$ cat config.mk
export PLATFORM = sky130hd
export DESIGN_NAME = fp_add_seq
export DESIGN_NICKNAME = d
export VERILOG_FILES = /design/src/rtl/fp_add_seq.sv
export SDC_FILE = /design/constraint.sdc
export NUM_CORES = 1
export LEC_CHECK = 0
export BUFFER_PORTS_ARGS = -buffer_cell sky130_fd_sc_hd__clkbuf_2
export CELL_PAD_IN_SITES_DETAIL_PLACEMENT = 1
export CELL_PAD_IN_SITES_GLOBAL_PLACEMENT = 2
export CORE_MARGIN = 2
export CORE_UTILIZATION = 33
export CTS_CLUSTER_DIAMETER = 30
export DETAILED_ROUTE_END_ITERATION = 6
export PLACE_DENSITY_LB_ADDON = 0.1
export SLEW_MARGIN = 20
export SYNTH_ARGS = -nofsm -noshare
export SYNTH_HDL_FRONTEND = slang
export SYNTH_SLANG_ARGS = --single-unit
export TNS_END_PERCENT = 10
$ cat constraint.sdc
create_clock -name clk -period 5.16 [get_ports clk]
set_clock_uncertainty 0.1 [all_clocks]
set_input_delay 0.258 -clock clk [delete_from_list [all_inputs] [get_ports clk]]
set_output_delay 0.258 -clock clk [all_outputs]
set_load 0.01 [all_outputs]
$ cat src/rtl/fp_add_seq.sv
// Multi-cycle floating-point adder/subtractor: serial align, add, serial normalize, RNE round.
// Operands are unpacked by two init_number instances; one operation in flight at a time.
`ifndef EXP_SIZE
  `define EXP_SIZE 8
`endif
`ifndef MANTIS_SIZE
  `define MANTIS_SIZE 23
`endif

package fp_add_seq_pkg;
  typedef enum logic [2:0] {T_ZERO, T_NORMAL, T_DENORM, T_INF, T_NAN} num_type_e;
endpackage

module init_number
  import fp_add_seq_pkg::*;
#(
  parameter int EXP_SIZE    = `EXP_SIZE,
  parameter int MANTIS_SIZE = `MANTIS_SIZE,
  parameter int N           = 1 + EXP_SIZE + MANTIS_SIZE,
  parameter int W           = MANTIS_SIZE + 4
) (
  input  logic [N-1:0]        op,
  output logic                sign,
  output logic [EXP_SIZE-1:0] exp,
  output num_type_e           typ,
  output logic [W-1:0]        ext_mantis
);
  logic [EXP_SIZE-1:0]    exp_raw;
  logic [MANTIS_SIZE-1:0] frac;

  assign sign    = op[N-1];
  assign exp_raw = op[N-2:MANTIS_SIZE];
  assign frac    = op[MANTIS_SIZE-1:0];

  always_comb begin
    typ = T_NORMAL;
    if (exp_raw == '0)      typ = (frac == '0) ? T_ZERO : T_DENORM;
    else if (&exp_raw)      typ = (frac == '0) ? T_INF  : T_NAN;
  end

  // Denormals share the exponent of the smallest normal so alignment stays uniform.
  assign exp        = (exp_raw == '0) ? EXP_SIZE'(1) : exp_raw;
  assign ext_mantis = {1'b0, (typ == T_NORMAL), frac, 2'b00};
endmodule

module fp_add_seq
  import fp_add_seq_pkg::*;
#(
  parameter int EXP_SIZE    = `EXP_SIZE,
  parameter int MANTIS_SIZE = `MANTIS_SIZE,
  parameter int N           = 1 + EXP_SIZE + MANTIS_SIZE
) (
  input  logic         clk,
  input  logic         rst,
  input  logic         in_valid,
  output logic         in_ready,
  input  logic [N-1:0] op_a,
  input  logic [N-1:0] op_b,
  input  logic         sub,
  output logic         out_valid,
  input  logic         out_ready,
  output logic [N-1:0] result,
  output logic [2:0]   flags,
  output logic         busy
);
  localparam int W  = MANTIS_SIZE + 4;
  localparam int E1 = EXP_SIZE + 1;
  localparam logic [E1-1:0] D_CAP    = E1'(MANTIS_SIZE + 3);
  localparam logic [E1-1:0] EXP_ONES = E1'({EXP_SIZE{1'b1}});
  localparam logic [N-1:0]  QNAN     = {1'b0, {EXP_SIZE{1'b1}}, 1'b1, {(MANTIS_SIZE-1){1'b0}}};

  typedef enum logic [2:0] {S_IDLE, S_ALIGN, S_ADD, S_NORM, S_ROUND, S_DONE} state_e;

  state_e              state_q, state_d;
  logic [W-1:0]        l_mant_q, l_mant_d, s_mant_q, s_mant_d;
  logic [E1-1:0]       exp_q, exp_d, cnt_q, cnt_d;
  logic                sign_q, sign_d, eff_sub_q, eff_sub_d;
  logic [N-1:0]        result_q, result_d;
  logic [2:0]          flags_q, flags_d;

  logic                sa, sb, sb_raw;
  logic [EXP_SIZE-1:0] ea, eb;
  num_type_e           ta, tb;
  logic [W-1:0]        ma, mb;

  init_number #(.EXP_SIZE(EXP_SIZE), .MANTIS_SIZE(MANTIS_SIZE)) u_num_a (
    .op(op_a), .sign(sa), .exp(ea), .typ(ta), .ext_mantis(ma)
  );
  init_number #(.EXP_SIZE(EXP_SIZE), .MANTIS_SIZE(MANTIS_SIZE)) u_num_b (
    .op(op_b), .sign(sb_raw), .exp(eb), .typ(tb), .ext_mantis(mb)
  );

  assign sb = sb_raw ^ sub;

  logic                a_big, g, s, inc, rnd_c;
  logic [E1-1:0]       d_raw, exp_r;
  logic [W-1:0]        sum;
  logic [W-3:0]        rnd;
  logic [MANTIS_SIZE-1:0] frac_r;
  logic                hid_r;

  always_comb begin
    state_d   = state_q;
    l_mant_d  = l_mant_q;
    s_mant_d  = s_mant_q;
    exp_d     = exp_q;
    cnt_d     = cnt_q;
    sign_d    = sign_q;
    eff_sub_d = eff_sub_q;
    result_d  = result_q;
    flags_d   = flags_q;

    a_big  = (ea > eb) || ((ea == eb) && (ma >= mb));
    d_raw  = a_big ? (E1'(ea) - E1'(eb)) : (E1'(eb) - E1'(ea));
    sum    = eff_sub_q ? (l_mant_q - s_mant_q) : (l_mant_q + s_mant_q);
    g      = l_mant_q[1];
    s      = l_mant_q[0];
    inc    = g & (s | l_mant_q[2]);
    rnd    = {1'b0, l_mant_q[W-2:2]} + {{(W-3){1'b0}}, inc};
    rnd_c  = rnd[MANTIS_SIZE+1];
    exp_r  = exp_q + {{EXP_SIZE{1'b0}}, rnd_c};
    frac_r = rnd_c ? rnd[MANTIS_SIZE:1] : rnd[MANTIS_SIZE-1:0];
    hid_r  = rnd_c | rnd[MANTIS_SIZE];

    unique case (state_q)
      S_IDLE: if (in_valid) begin
        flags_d = 3'b000;
        state_d = S_DONE;
        if (ta == T_NAN || tb == T_NAN || (ta == T_INF && tb == T_INF && sa != sb)) begin
          result_d = QNAN;
          flags_d  = 3'b100;
        end
        else if (ta == T_INF)                    result_d = {sa, op_a[N-2:0]};
        else if (tb == T_INF)                    result_d = {sb, op_b[N-2:0]};
        else if (ta == T_ZERO && tb == T_ZERO)   result_d = {sa & sb, {(N-1){1'b0}}};
        else if (ta == T_ZERO)                   result_d = {sb, op_b[N-2:0]};
        else if (tb == T_ZERO)                   result_d = {sa, op_a[N-2:0]};
        else begin
          l_mant_d  = a_big ? ma : mb;
          s_mant_d  = a_big ? mb : ma;
          exp_d     = a_big ? E1'(ea) : E1'(eb);
          sign_d    = a_big ? sa : sb;
          eff_sub_d = sa ^ sb;
          cnt_d     = (d_raw > D_CAP) ? D_CAP : d_raw;
          state_d   = (d_raw == '0) ? S_ADD : S_ALIGN;
        end
      end
      S_ALIGN: begin
        // Bits leaving the guard position accumulate in sticky.
        s_mant_d = {1'b0, s_mant_q[W-1:2], |s_mant_q[1:0]};
        cnt_d    = cnt_q - E1'(1);
        if (cnt_q == E1'(1)) state_d = S_ADD;
      end
      S_ADD: begin
        if (sum == '0) begin
          result_d = '0;
          flags_d  = 3'b000;
          state_d  = S_DONE;
        end else begin
          l_mant_d = sum;
          state_d  = S_NORM;
        end
      end
      S_NORM: begin
        if (l_mant_q[W-1]) begin
          l_mant_d = {1'b0, l_mant_q[W-1:2], |l_mant_q[1:0]};
          exp_d    = exp_q + E1'(1);
          state_d  = S_ROUND;
        end else if (!l_mant_q[W-2] && exp_q > E1'(1)) begin
          l_mant_d = {l_mant_q[W-2:0], 1'b0};
          exp_d    = exp_q - E1'(1);
        end else begin
          state_d = S_ROUND;
        end
      end
      S_ROUND: begin
        state_d = S_DONE;
        if (exp_r >= EXP_ONES) begin
          result_d = {sign_q, {EXP_SIZE{1'b1}}, {MANTIS_SIZE{1'b0}}};
          flags_d  = 3'b011;
        end else begin
          // No hidden bit after rounding means the result stayed subnormal.
          result_d = {sign_q, hid_r ? exp_r[EXP_SIZE-1:0] : {EXP_SIZE{1'b0}}, frac_r};
          flags_d  = {2'b00, g | s};
        end
      end
      S_DONE: if (out_ready) state_d = S_IDLE;
      default: state_d = S_IDLE;
    endcase
  end

  always_ff @(posedge clk or posedge rst) begin
    if (rst) begin
      state_q   <= S_IDLE;
      l_mant_q  <= '0;
      s_mant_q  <= '0;
      exp_q     <= '0;
      cnt_q     <= '0;
      sign_q    <= 1'b0;
      eff_sub_q <= 1'b0;
      result_q  <= '0;
      flags_q   <= '0;
    end else begin
      state_q   <= state_d;
      l_mant_q  <= l_mant_d;
      s_mant_q  <= s_mant_d;
      exp_q     <= exp_d;
      cnt_q     <= cnt_d;
      sign_q    <= sign_d;
      eff_sub_q <= eff_sub_d;
      result_q  <= result_d;
      flags_q   <= flags_d;
    end
  end

  assign in_ready  = (state_q == S_IDLE);
  assign out_valid = (state_q == S_DONE);
  assign busy      = (state_q != S_IDLE);
  assign result    = result_q;
  assign flags     = flags_q;
endmodule

# Word-level counts from Yosys, hierarchy flattened
# Index checks and enable logic that the tools add are counted.
# classes
addsub	9
order_cmp	5
eq_ne	28
muxes	85
bitwise_logic	13
reduce_logical	35
# ops
op	n
$mux 27	18
$mux 32	8
$mux 9	18
$pmux 32 s3	1
$pmux 27 s3	1
$mux 3	21
$pmux 27 s2	1
$mux 26	2
$logic_not 23->1	2
$pmux 9 s2	2
$mux 8	4
$reduce_and 8->1	4
$mux 31	1
$add 27x27->27	1
$logic_not 27->1	1
$sub 27x27->27	1
$ge 26x26->1	1
$add 24x1->25	1
$mux 23	1
$ne 2x2->1 const B	10
$pmux 3 s6	1
$reduce_and 9->1	2
$sub 8x8->9	2
$sub 9x1->9 const B	2
34 further kinds	69
# totals
reg_bits	112
inputBits	69
output_inout_bits	38
elab_cells	185

# Depth between registers and ports, before layout
# Gate-level depths: netlist of the first run.
# logic_depth
ltp_word	19
mapped_depth	22
ltp_nobuf	21

# Hierarchy
# A second synthesis of the first run with hierarchy kept.
# unflattened
hier_cells	1560
area_unflattened_um2	12306.8
# by_module_without_submodules
module	n_inst	cells_per_inst	area_each_um2	seq_area_each_um2
fp_add_seq	1	1450	11586.1	2802.7
init_number	2	55	360.3	0.0

# Worst setup path after synthesis of the first run
# Ideal clock, no wire load.
# synth_timing
path_type	register -> register
start	reg s_mant_q[8]
end	reg l_mant_q[10]
t_arrival_ps	4889
slack_ps	46
path_stages_with_launch	19
n_path_buf	2
path_cell_list	dfrtp_1 -> buf_6 -> nor4_2 -> nand2b_1 -> nor4_1 -> a31oi_1 -> xnor2_1 -> ha_1 -> and2_1 -> a311o_1 -> a2111oi_0 -> a21oi_1 -> nor3_2 -> xor2_1 -> nand4_1 -> or4b_4 -> a21boi_4 -> buf_12 -> mux2_4
# synth_via
elab_chain_cells	5
elab_cells_between_ends	8
cone_classes	add/sub (2); eq/ne (1); mux (3); reduce/logical (2)
# synth_lines
element	line_no	text
from (decl)	75	logic [W-1:0] l_mant_q, l_mant_d, s_mant_q, s_mant_d;
from (signal assigned)	206	s_mant_q <= s_mant_d;
$add 27x27->27 or $sub 27x27->27 (tied branches)	115	sum = eff_sub_q ? (l_mant_q - s_mant_q) : (l_mant_q + s_mant_q);
$mux 27 (*)	115	
$logic_not 27->1	155	if (sum == '0) begin
$ne 2x2->1 (no source line)	--	
$reduce_and 10->1 (no source line)	--	
to (signal assigned)	205	l_mant_q <= l_mant_d;
to (decl)	75	
# Mark *: on every way between the ends. The rest lies on a longest branch, timed or not. The select of a mux whose other input is x is not followed.
# A chain may end at the register's enable or synchronous reset.

# Worst setup path in the final report of the first run
# layout_timing
start	reg s_mant_q[3]
end	reg l_mant_q[5]
# The elaborated chain is that of the path after synthesis.

==> metrics.txt, run 1 <==
outcome=complete, but fails checks; failing checks=negative hold slack; Root Buffer=clkbuf_16; core area=35500 µm²; Layout area overhead=22.5%; drt first pass iters=5; Clock Sinks=111; Synth Area in Compound Gates=25.9%; global router's overall resource usage=27.9%; Mapped Cells=1512; Rows=69; P_leak=6.41 nW; GR Overflow Total=0; Tmin final=5.04 ns; EDFF count, synth=0; I/O pin total=107; Yosys cell types=90; largest family of logic cells by synthesized area=compound AO/OA/AOI/OAI gates; # DRC=0; Post-Synth Adder-Cell Area=8.61%; CP dominant cell by count=buf_4; vias in the first global route=12997; Place WS=-0.192 ns; warnings from Yosys=0; critical setup path kind=reg -> reg; initial DRC count=837; fillers=4288; Mapped Area=11900 µm²; largest net degree at the start of global routing=91; Max stage delay on crit path=0.57 ns; crit path launch type=flip-flop; Via Count=12650; peak supply drop=0.000503 V; Clk pin slew, worst setup/hold paths=0.08 ns; Power Dens Cells=883 nW/µm²; Final Hold Viols=23; DRT Wirelength=53300 µm; simple-gate share of the synthesized area=21.6%; post-synthesis mux area share=8.51%; first-pass GRT wire length=80600 µm; share of cells above drive strength 1=23.4%; worst hold margin=-0.0406 ns; slew margin rel.=35.3%; CP delay by family, top=simple AND/OR/NAND/NOR gates; htree depth=3; Final Wtd Congestion=0.905; PortBufs=106; RSZ-0062 raised after global routing=yes; area occupied by multi-input gates=8730 µm²; FF+latch count, synth=111; Synth Area in XOR/XNOR=5.67%; CTS tree=built; FF-to-FF path depth=20; final core utilization=41.0%; total CTS buffers=9; ANT nets after route=0; ys async rst share=100%; worst-path cell chain=nor4_4 -> buf_4 -> nand2_4 -> nor4_2 -> buf_4 -> a21oi_2 -> xnor2_1 -> ha_1 -> buf_6 -> a21o_1 -> o21bai_4 -> buf_4 -> or3_4 -> a211oi_2 -> nand4_1 -> or4b_4 -> a21boi_4 -> buf_12 -> clkbuf_16 -> mux2_4; Die Span Y=194 µm; dpl hpwl=42000 µm; Req. time, crit path=5.33 ns; total power=12.9 mW; Clk Latency, worst-skew pair=0.38 ns; slowest stage cell, crit path=or4b_4; post-synth net total=1661; Max-Cap Viols=0; DR WL/cell=24.8 µm; Seq/Total Area, Yosys=23.4%; critical path fanouts, max=7; CP arrival=5.21 ns; Die X=194 µm; Antenna diodes=0; slew of the pin with the lowest slew margin=0.970 ns; Avg Cell Area, Syn=7.86 µm²; Hold Path Class=in -> async; setup ws final=0.117 ns; CTS Hold Bufs=0; period utilization=97.7%; Max Fclk=198 MHz; Most used DFF post-synth=dfrtp_1; Sequential Area=2780 µm²; # nets final=1837; WP depth=20; clk buf depth=2; final setup vio count=0; Vias/cell=5.88; endpoint type of the worst setup path=flip-flop; initial antenna violation count=3; initial core utilization=33.5%; max-slew violation count=0; WP buf/inv=6; die area=37500 µm²
[through the flow]
| stage | cells | cell area (µm²) | TNS (ns) |
|---|---|---|---|
| floorplan | 1512 | 11900 | 0 |
| global placement | 2120 | 13700 | -1.14 |
| detailed placement | 2120 | 13700 | -7.29 |
| CTS | 2135 | 14000 | 0 |
| global route | 2152 | 14600 | -5.22 |
| finish | 2152 | 14600 | 0 |
[worst paths after layout]
path	from	end	slack, ns
min reg2reg	cnt_q[8]	cnt_q[8]	0.39
min	rst	cnt_q[4]	-0.04
max reg2reg	s_mant_q[3]	l_mant_q[5]	0.12
max	s_mant_q[3]	l_mant_q[5]	0.12
min in group clk	out_ready	state_q[2]	0.13
max in group asynchronous	rst	exp_q[1]	3.71
[logic make-up (layout without fill, tap and decap cells)]
kind of cell,after synthesis,in the layout
AO/OA/AOI/OAI,459,459
flip-flops,111,111
XOR/XNOR,76,76
adder cells (fa/ha/maj),80,80
multiplexers,90,90
AND/OR/NAND/NOR,512,512
buffers and inverters,184,363
[what timing repair did]
| action | 4_1_cts | 5_1_grt |
|---|---|---|
| resized for setup | 5 | 79 |
| gates cloned | 0 | 3 |
| pin swaps | 0 | 44 |
| buffers inserted | 1 | 15 |
| endpoints found under the hold margin | 0 | 0 |
| setup endpoints to repair | 62 | 64 |
[cell type report]
| type | count | share of cell area (%) |
|---|---|---|
| clock buffers | 11 | 1.60 |
| flip-flops and latches | 111 | 19.1 |
| well taps | 461 | 3.96 |
| multi-input cells | 1217 | 60.0 |
| inverters | 76 | 1.98 |
| clock inverters | 3 | 0.155 |
| repair buffers | 273 | 13.3 |
[worst reg2reg max path: stages, from the launching register on]
cell,delay (ns)
dfrtp_2,0.45
nor4_4,0.27
buf_4,0.17
nand2_4,0.07
nor4_2,0.25
buf_4,0.23
a21oi_2,0.08
xnor2_1,0.14
ha_1,0.38
buf_6,0.15
a21o_1,0.17
o21bai_4,0.20
buf_4,0.15
or3_4,0.37
a211oi_2,0.24
nand4_1,0.12
or4b_4,0.57
a21boi_4,0.20
buf_12,0.16
clkbuf_16,0.17
mux2_4,0.30
[report_power, final]
part / switching, mW / internal [mW] / leakage [nW]
registers: 0.683 / 1.30 / 1.35
logic: 5.64 / 4.53 / 4.95
clock network: 0.364 / 0.324 / 0.114
total: 6.69 / 6.16 / 6.41
[cells in the mapped netlist (13+ instances only)]
master / number / area (µm²)
mux2i_1: 62 / 621
nand3_1: 75 / 375
a21o_1: 14 / 105
ha_1: 77 / 963
xnor2_1: 52 / 455
nand2_1: 114 / 428
xor2_1: 23 / 201
a211oi_1: 13 / 97.6
clkbuf_1: 86 / 323
a222oi_1: 13 / 130
and2_1: 16 / 100
and3_1: 17 / 106
nand4_1: 23 / 144
a21oi_1: 118 / 591
nor4_1: 29 / 181
inv_1: 76 / 285
nor3_1: 32 / 160
nor2_1: 136 / 510
nand2b_1: 15 / 93.8
o22ai_1: 25 / 156
o21ai_0: 92 / 460
dfrtp_1: 111 / 2780
mux2_4: 20 / 300
a22oi_1: 60 / 450
[placed cells by master, fill, tap and decap left out, types with 30 or more instances in the layout]
| cell type | count |
|---|---|
| nand2_1 | 113 |
| ha_1 | 74 |
| a21oi_1 | 110 |
| nor3_1 | 30 |
| clkbuf_2 | 106 |
| nand3_1 | 74 |
| inv_1 | 74 |
| a22oi_1 | 59 |
| nor2_1 | 132 |
| buf_4 | 153 |
| dfrtp_1 | 109 |
| mux2i_1 | 62 |
| o21ai_0 | 87 |
| xnor2_1 | 48 |
[sequential cells by signal, indices dropped and copies added, names as in the netlist]
signal and count:
sign_q 1, state_q 3, eff_sub_q 1, s_mant_q 26, cnt_q 9, flags 3, exp_q 9, l_mant_q 27
result 32
[metal layers]
metal	part of all wire (%)	global-route usage [%]	wire [µm]
met3	4.7	4.71	2520
met2	48	47.3	25600
met4	3.2	9.61	1680
met5	0.054	0	29
met1	44	35.7	23500
(Power assumes the default switching activity.)
==> inputs of run 2 (changes only) <==
--- a/config.mk
+++ b/config.mk
@@ -9,7 +9,8 @@
 export CELL_PAD_IN_SITES_DETAIL_PLACEMENT = 1
 export CELL_PAD_IN_SITES_GLOBAL_PLACEMENT = 2
 export CORE_MARGIN = 2
-export CORE_UTILIZATION = 33
+export CORE_UTILIZATION = 34
+export CTS_BUF_LIST = sky130_fd_sc_hd__clkbuf_8
 export CTS_CLUSTER_DIAMETER = 30
 export DETAILED_ROUTE_END_ITERATION = 6
 export PLACE_DENSITY_LB_ADDON = 0.1
==> run 2 against run 1 <==
The flow finishes with violations (negative setup slack). Sequential cell count stayed put. Die area is 2.9% lower. Sequential share of layout area is 0.27 points higher. Critical path type unchanged. Critical endpoint is now l_mant_q[13]. Highest routed layer unchanged.
==> metrics.txt, run 2 (synthesized netlist as in run 1, its figures left out) <==
P_sw=6.61 mW; Root Buffer=clkbuf_8; Vias/cell=5.89; Power Dens Cells=866 nW/µm²; Worst Hold Path Cells=4; HP Start=out_ready; slew margin rel.=29.7%; crit path launch type=flip-flop; final core utilization=41.7%; I/O pin total=107; total internal power=5.84 mW; FF-to-FF path depth=22; initial core utilization=34.5%; CP arrival=5.40 ns; failing checks=negative setup slack; # nets final=1840; R2R Setup Slk=-0.03 ns; largest net degree at the start of global routing=83; Req. time, crit path=5.38 ns; htree depth=3; core area=34500 µm²; Final Hold Viols=0; final setup vio count=8; Max Fclk=193 MHz; reg2reg end=l_mant_q[13]; area occupied by multi-input gates=8620 µm²; Final Wtd Congestion=0.949; max-slew violation count=0; Via Count=12659; P_leak=6.34 nW; Clk pin slew, worst setup/hold paths=0.13 ns; die area=36500 µm²; Antenna diodes=0; Logic pwr share=79.1%; Tmin final=5.19 ns; outcome=complete, but fails checks; share of cells above drive strength 1=22.9%; Layout area overhead=20.9%; endpoint type of the worst setup path=flip-flop; Clock power frac=5.1%; vias in the first global route=12975; Largest register FFs=32; clk buf depth=2; Seq pwr share=15.8%; total CTS buffers=9; initial antenna violation count=3; Die Span Y=191 µm; # DRC=0; ANT nets after route=0; critical setup path kind=reg -> reg; Clock Sinks=111; GR Overflow Total=0; Rows=68; Hold Path Class=in -> reg; fillers=4217; most frequent cells in the layout=163 x buf_4, 133 x nor2_1, 114 x a21oi_1, 112 x nand2_1, 108 x dfrtp_1; Die X=191 µm; sw frac=53.1%; setup TNS=-0.148 ns; slew of the pin with the lowest slew margin=1.05 ns; DRT Wirelength=52400 µm; Sequential Area=2780 µm²; RSZ-0062 raised after global routing=yes; DR WL/cell=24.3 µm; peak supply drop=0.000494 V; PortBufs=106; Max-Cap Viols=0; total power=12.4 mW; critical path fanouts, max=7; first-pass GRT wire length=79400 µm; most common library cell in the layout ignoring fill and taps=buf_4; setup ws final=-0.0252 ns; R2R Path Start=s_mant_q[1]; Clk Latency, worst-skew pair=0.43 ns; initial DRC count=709; drt first pass iters=5; CTS tree=built; global router's overall resource usage=28.8%; dpl hpwl=42000 µm; period utilization=100%; WHS Endpoint=state_q[2]
## run 2: cell count changes in the layout (fill, tap and decap cells not counted), sizes merged
| cell | previous run | this run |
|---|---|---|
| buf | 164 | 168 |
| clkbuf | 120 | 116 |
| clkinvlp | 3 | 1 |
| clkinv | 0 | 2 |
| inv | 76 | 78 |
| dlygate4sd3 | 0 | 1 |
| bufinv | 0 | 2 |
## run 2: worst max-delay path by stage
| stage | startpoint | to | slack (ns) | cells after the start |
|---|---|---|---|---|
| after floorplan | s_mant_q[8] | l_mant_q[10] | 0.05 | 18 |
| after global placement | s_mant_q[1] | result[27] | -0.07 | 21 |
| after detailed placement | s_mant_q[1] | l_mant_q[18] | -0.15 | 21 |
| after CTS | s_mant_q[1] | l_mant_q[18] | 0.003 | 20 |
| after global routing | s_mant_q[11] | l_mant_q[13] | -0.20 | 18 |
| final | s_mant_q[1] | l_mant_q[13] | -0.03 | 22 |
## run 2: what timing repair did
action	in CTS	in global routing
setup buffers	0	6
hold endpoints to repair	53	0
gates cloned	0	1
pin swaps	2	11
setup endpoints to repair	60	63
hold buffers	1	0
resized for setup	10	43
## run 2: area by class of cell
cell class / instances / share of cell area, %
clock inverter: 7 / 0.679
inverter: 76 / 2.00
clock buffer: 9 / 0.862
tap: 455 / 3.96
timing repair buffer: 276 / 13.1
multi-input combinational: 1217 / 60.0
sequential: 111 / 19.4
## run 2: worst max-delay path, cell delays in order (launching register included)
cell and delay [ns]:
dfrtp_1 0.40, inv_1 0.08, ha_1 0.16, nor3b_2 0.20, and2_4 0.20, nor4b_4 0.19
buf_4 0.18, a21oi_1 0.10, xnor2_1 0.14, ha_1 0.34, buf_4 0.17, nand2_1 0.13
buf_4 0.14, nor2_1 0.03, a22o_1 0.20, a211oi_2 0.26, xnor2_1 0.20, a2111oi_4 0.32
nand4_1 0.14, or4b_4 0.54, a21boi_4 0.31, clkbuf_16 0.23, mux2_4 0.29
## run 2: through the flow
| step | hold WS, ns | worst slack (ns) | instances | area (µm²) |
|---|---|---|---|---|
| floorplan | 0.342 | 0.0456 | 1512 | 11900 |
| global placement | 0.343 | -0.0702 | 2127 | 13800 |
| detailed placement | 0.345 | -0.155 | 2127 | 13800 |
| CTS | 0.0569 | 0.00310 | 2144 | 14100 |
| global route | 0.0995 | -0.204 | 2151 | 14400 |
| finish | 0.0873 | -0.0252 | 2151 | 14400 |
## run 2: power groups by stage
| stage | sequential (mW) | combinational (mW) | clock [mW] |
|---|---|---|---|
| 2_1_floorplan | 1.75 | 5.48 | 0 |
| 3_3_place_gp | 1.94 | 9.10 | 0 |
| 3_5_place_dp | 1.96 | 9.24 | 0 |
| 4_1_cts | 1.94 | 9.35 | 0.658 |
| 5_1_grt | 2.03 | 10.6 | 0.682 |
| 6_report | 1.97 | 9.84 | 0.639 |
## run 2: per-layer routing
metal | track usage [%] | wire length (µm) | vias up
li1 | - | - | 5953
met1 | 36.8 | 22800 | 6335
met2 | 49.6 | 25600 | 289
met3 | 4.26 | 2380 | 76
met4 | 8.88 | 1580 | 6
met5 | 0 | 34 | -
==> inputs of run 3 (changes only) <==
--- a/config.mk
+++ b/config.mk
@@ -6,6 +6,7 @@
 export NUM_CORES = 1
 export LEC_CHECK = 0
 export BUFFER_PORTS_ARGS = -buffer_cell sky130_fd_sc_hd__clkbuf_2
+export CAP_MARGIN = 20
 export CELL_PAD_IN_SITES_DETAIL_PLACEMENT = 1
 export CELL_PAD_IN_SITES_GLOBAL_PLACEMENT = 2
 export CORE_MARGIN = 2
==> constraint.sdc (replaced) <==
create_clock -name clk -period 4.6 [get_ports clk]
set_clock_uncertainty 0.1 [all_clocks]
set_input_delay 0.23 -clock clk [delete_from_list [all_inputs] [get_ports clk]]
set_output_delay 0.23 -clock clk [all_outputs]
set_load 0.01 [all_outputs]
==> run 3 against run 2 <==
Sequential cell count stayed put. First-iteration DRC count increased by 31%. Critical path type unchanged. The flow finishes with violations (design-rule violations, negative setup slack). Hold slack lost 0.024 ns. Register-to-register slack worse by 0.46 ns. Final area rose by 7.5%. Count of clock-buffer cells in the layout stayed put. Cell count up 5.3%. Core utilization rose by 3.1 points. Setup slack worse by 0.46 ns. Fmax up 2.0%. Die area is the same. Sequential share of layout area down 1.4 points.
==> metrics.txt, run 3 (synthesized netlist as in run 1, its figures left out) <==
crit path launch type=flip-flop; Clk pin slew, worst setup/hold paths=0.13 ns; RSZ-0062 raised after global routing=yes; Vias/cell=5.76; largest net degree at the start of global routing=42; endpoint type of the worst setup path=flip-flop; most common library cell in the layout ignoring fill and taps=buf_4; Root Buffer=clkbuf_8; Req. time, crit path=4.81 ns; I/O pin total=107; CTS tree=built; critical path fanouts, max=6; most frequent cells in the layout=265 x buf_4, 133 x nor2_1, 113 x nand2_1, 110 x a21oi_1, 110 x dfrtp_1; vias in the first global route=13531; DRT Wirelength=53700 µm; critical setup path kind=reg -> reg; Largest register FFs=32; Via Count=13063; share of cells above drive strength 1=29.1%; drt first pass iters=7; die area=36500 µm²; Clock Sinks=111; setup ws final=-0.485 ns; Final Wtd Congestion=0.907; post-route cell area=15400 µm²; number of cells after detailed placement=2222; Tmin final=5.09 ns; DR WL/cell=23.7 µm; final setup vio count=63; total CTS buffers=9; slew margin rel.=36.0%; dpl cell area=14600 µm²; failing checks=design-rule violations, negative setup slack; Clk Latency, worst-skew pair=0.42 ns; dpl hpwl=43100 µm; Hold Path Class=in -> reg; Die X=191 µm; Post-Layout Cell Count=2266; ANT nets after route=0; Max-Cap Viols=0; setup TNS=-20.95 ns; slew of the pin with the lowest slew margin=0.959 ns; global router's overall resource usage=29.4%; outcome=complete, but fails checks; Final Hold Viols=0; period utilization=111%; core area=34500 µm²; clk buf depth=2; initial DRC count=931; Max Fclk=197 MHz; initial antenna violation count=5; Rows=68; Layout area overhead=29.9%; first-pass GRT wire length=81200 µm; # DRC=20; Die Span Y=191 µm; final core utilization=44.8%; # nets final=1952; htree depth=3; CP arrival=5.29 ns; PortBufs=106; initial core utilization=34.5%; GR Overflow Total=0; max-slew violation count=0; fillers=4232
## run 3: cell types whose count changed in the layout (fill, tap and decap cells not counted), moves of 5 or more
cell / delta
buf_4: +102
and2_1: -5
and2_4: +5
buf_6: +9
## run 3: per-layer routing
metal | track usage (%) | vias to the layer above | wire [µm]
met5 | 0 | - | 0
met4 | 12.8 | 0 | 2340
met3 | 4.22 | 88 | 2310
met2 | 50.2 | 298 | 25800
met1 | 36.9 | 6511 | 23200
li1 | - | 6166 | -
## run 3: path summary, 6_finish.rpt
check | slack, ns | cells after the start | endpoint | from
min | 0.06 | 4 | state_q[2] | out_ready
min in group asynchronous | 0.27 | 3 | cnt_q[7] | rst
max | -0.49 | 20 | l_mant_q[3] | s_mant_q[1]
max reg2reg | -0.49 | 20 | l_mant_q[3] | s_mant_q[1]
max in group asynchronous | 3.15 | 4 | s_mant_q[18] | rst
min reg2reg | 0.41 | 1 | cnt_q[8] | cnt_q[8]
## run 3: cell type report
class / instances / area [µm²] / area share [%]
sequential: 111 / 2780 / 18.0
multi-input combinational: 1217 / 8840 / 57.3
antenna: 3 / 7.51 / 0.0486
timing repair buffer: 388 / 2770 / 17.9
clock inverter: 7 / 66.3 / 0.430
tap: 455 / 569 / 3.69
inverter: 76 / 288 / 1.86
clock buffer: 9 / 124 / 0.802
## run 3: timing repair
action                                  in CTS  in global routing
cloned                                       1                  0
hold endpoints to repair                    32                  0
gates resized for setup                     63                 30
endpoints found under the setup margin      64                 64
hold buffers                                 1                  0
pin swaps                                   27                 21
setup buffers                               19                  4
## run 3: through the flow
step | worst slack (ns) | hold WS, ns
after floorplan | -0.113 | 0.322
after global placement | -0.584 | 0.183
after detailed placement | -0.576 | 0.189
after CTS | -0.387 | 0.0530
after global routing | -0.680 | 0.0887
final | -0.485 | 0.0636
## run 3: critical path, cell delays in order, from the launching register on
cell       delay (ns)
dfrtp_1          0.42
buf_6            0.13
nor4_4           0.29
nand2_2          0.15
nor4_4           0.18
nor2_1           0.10
xnor2_2          0.16
ha_1             0.33
and3_1           0.23
a2111oi_4        0.05
buf_4            0.14
or4_4            0.57
a211oi_2         0.26
nor3_2           0.09
xor2_1           0.23
nand4_1          0.13
or4b_4           0.58
a21boi_4         0.27
buf_12           0.15
buf_12           0.12
mux2_4           0.29
Power of run 3 is not shown: default switching activity piles up to over one toggle a cycle in this logic, so the estimate is an artifact.
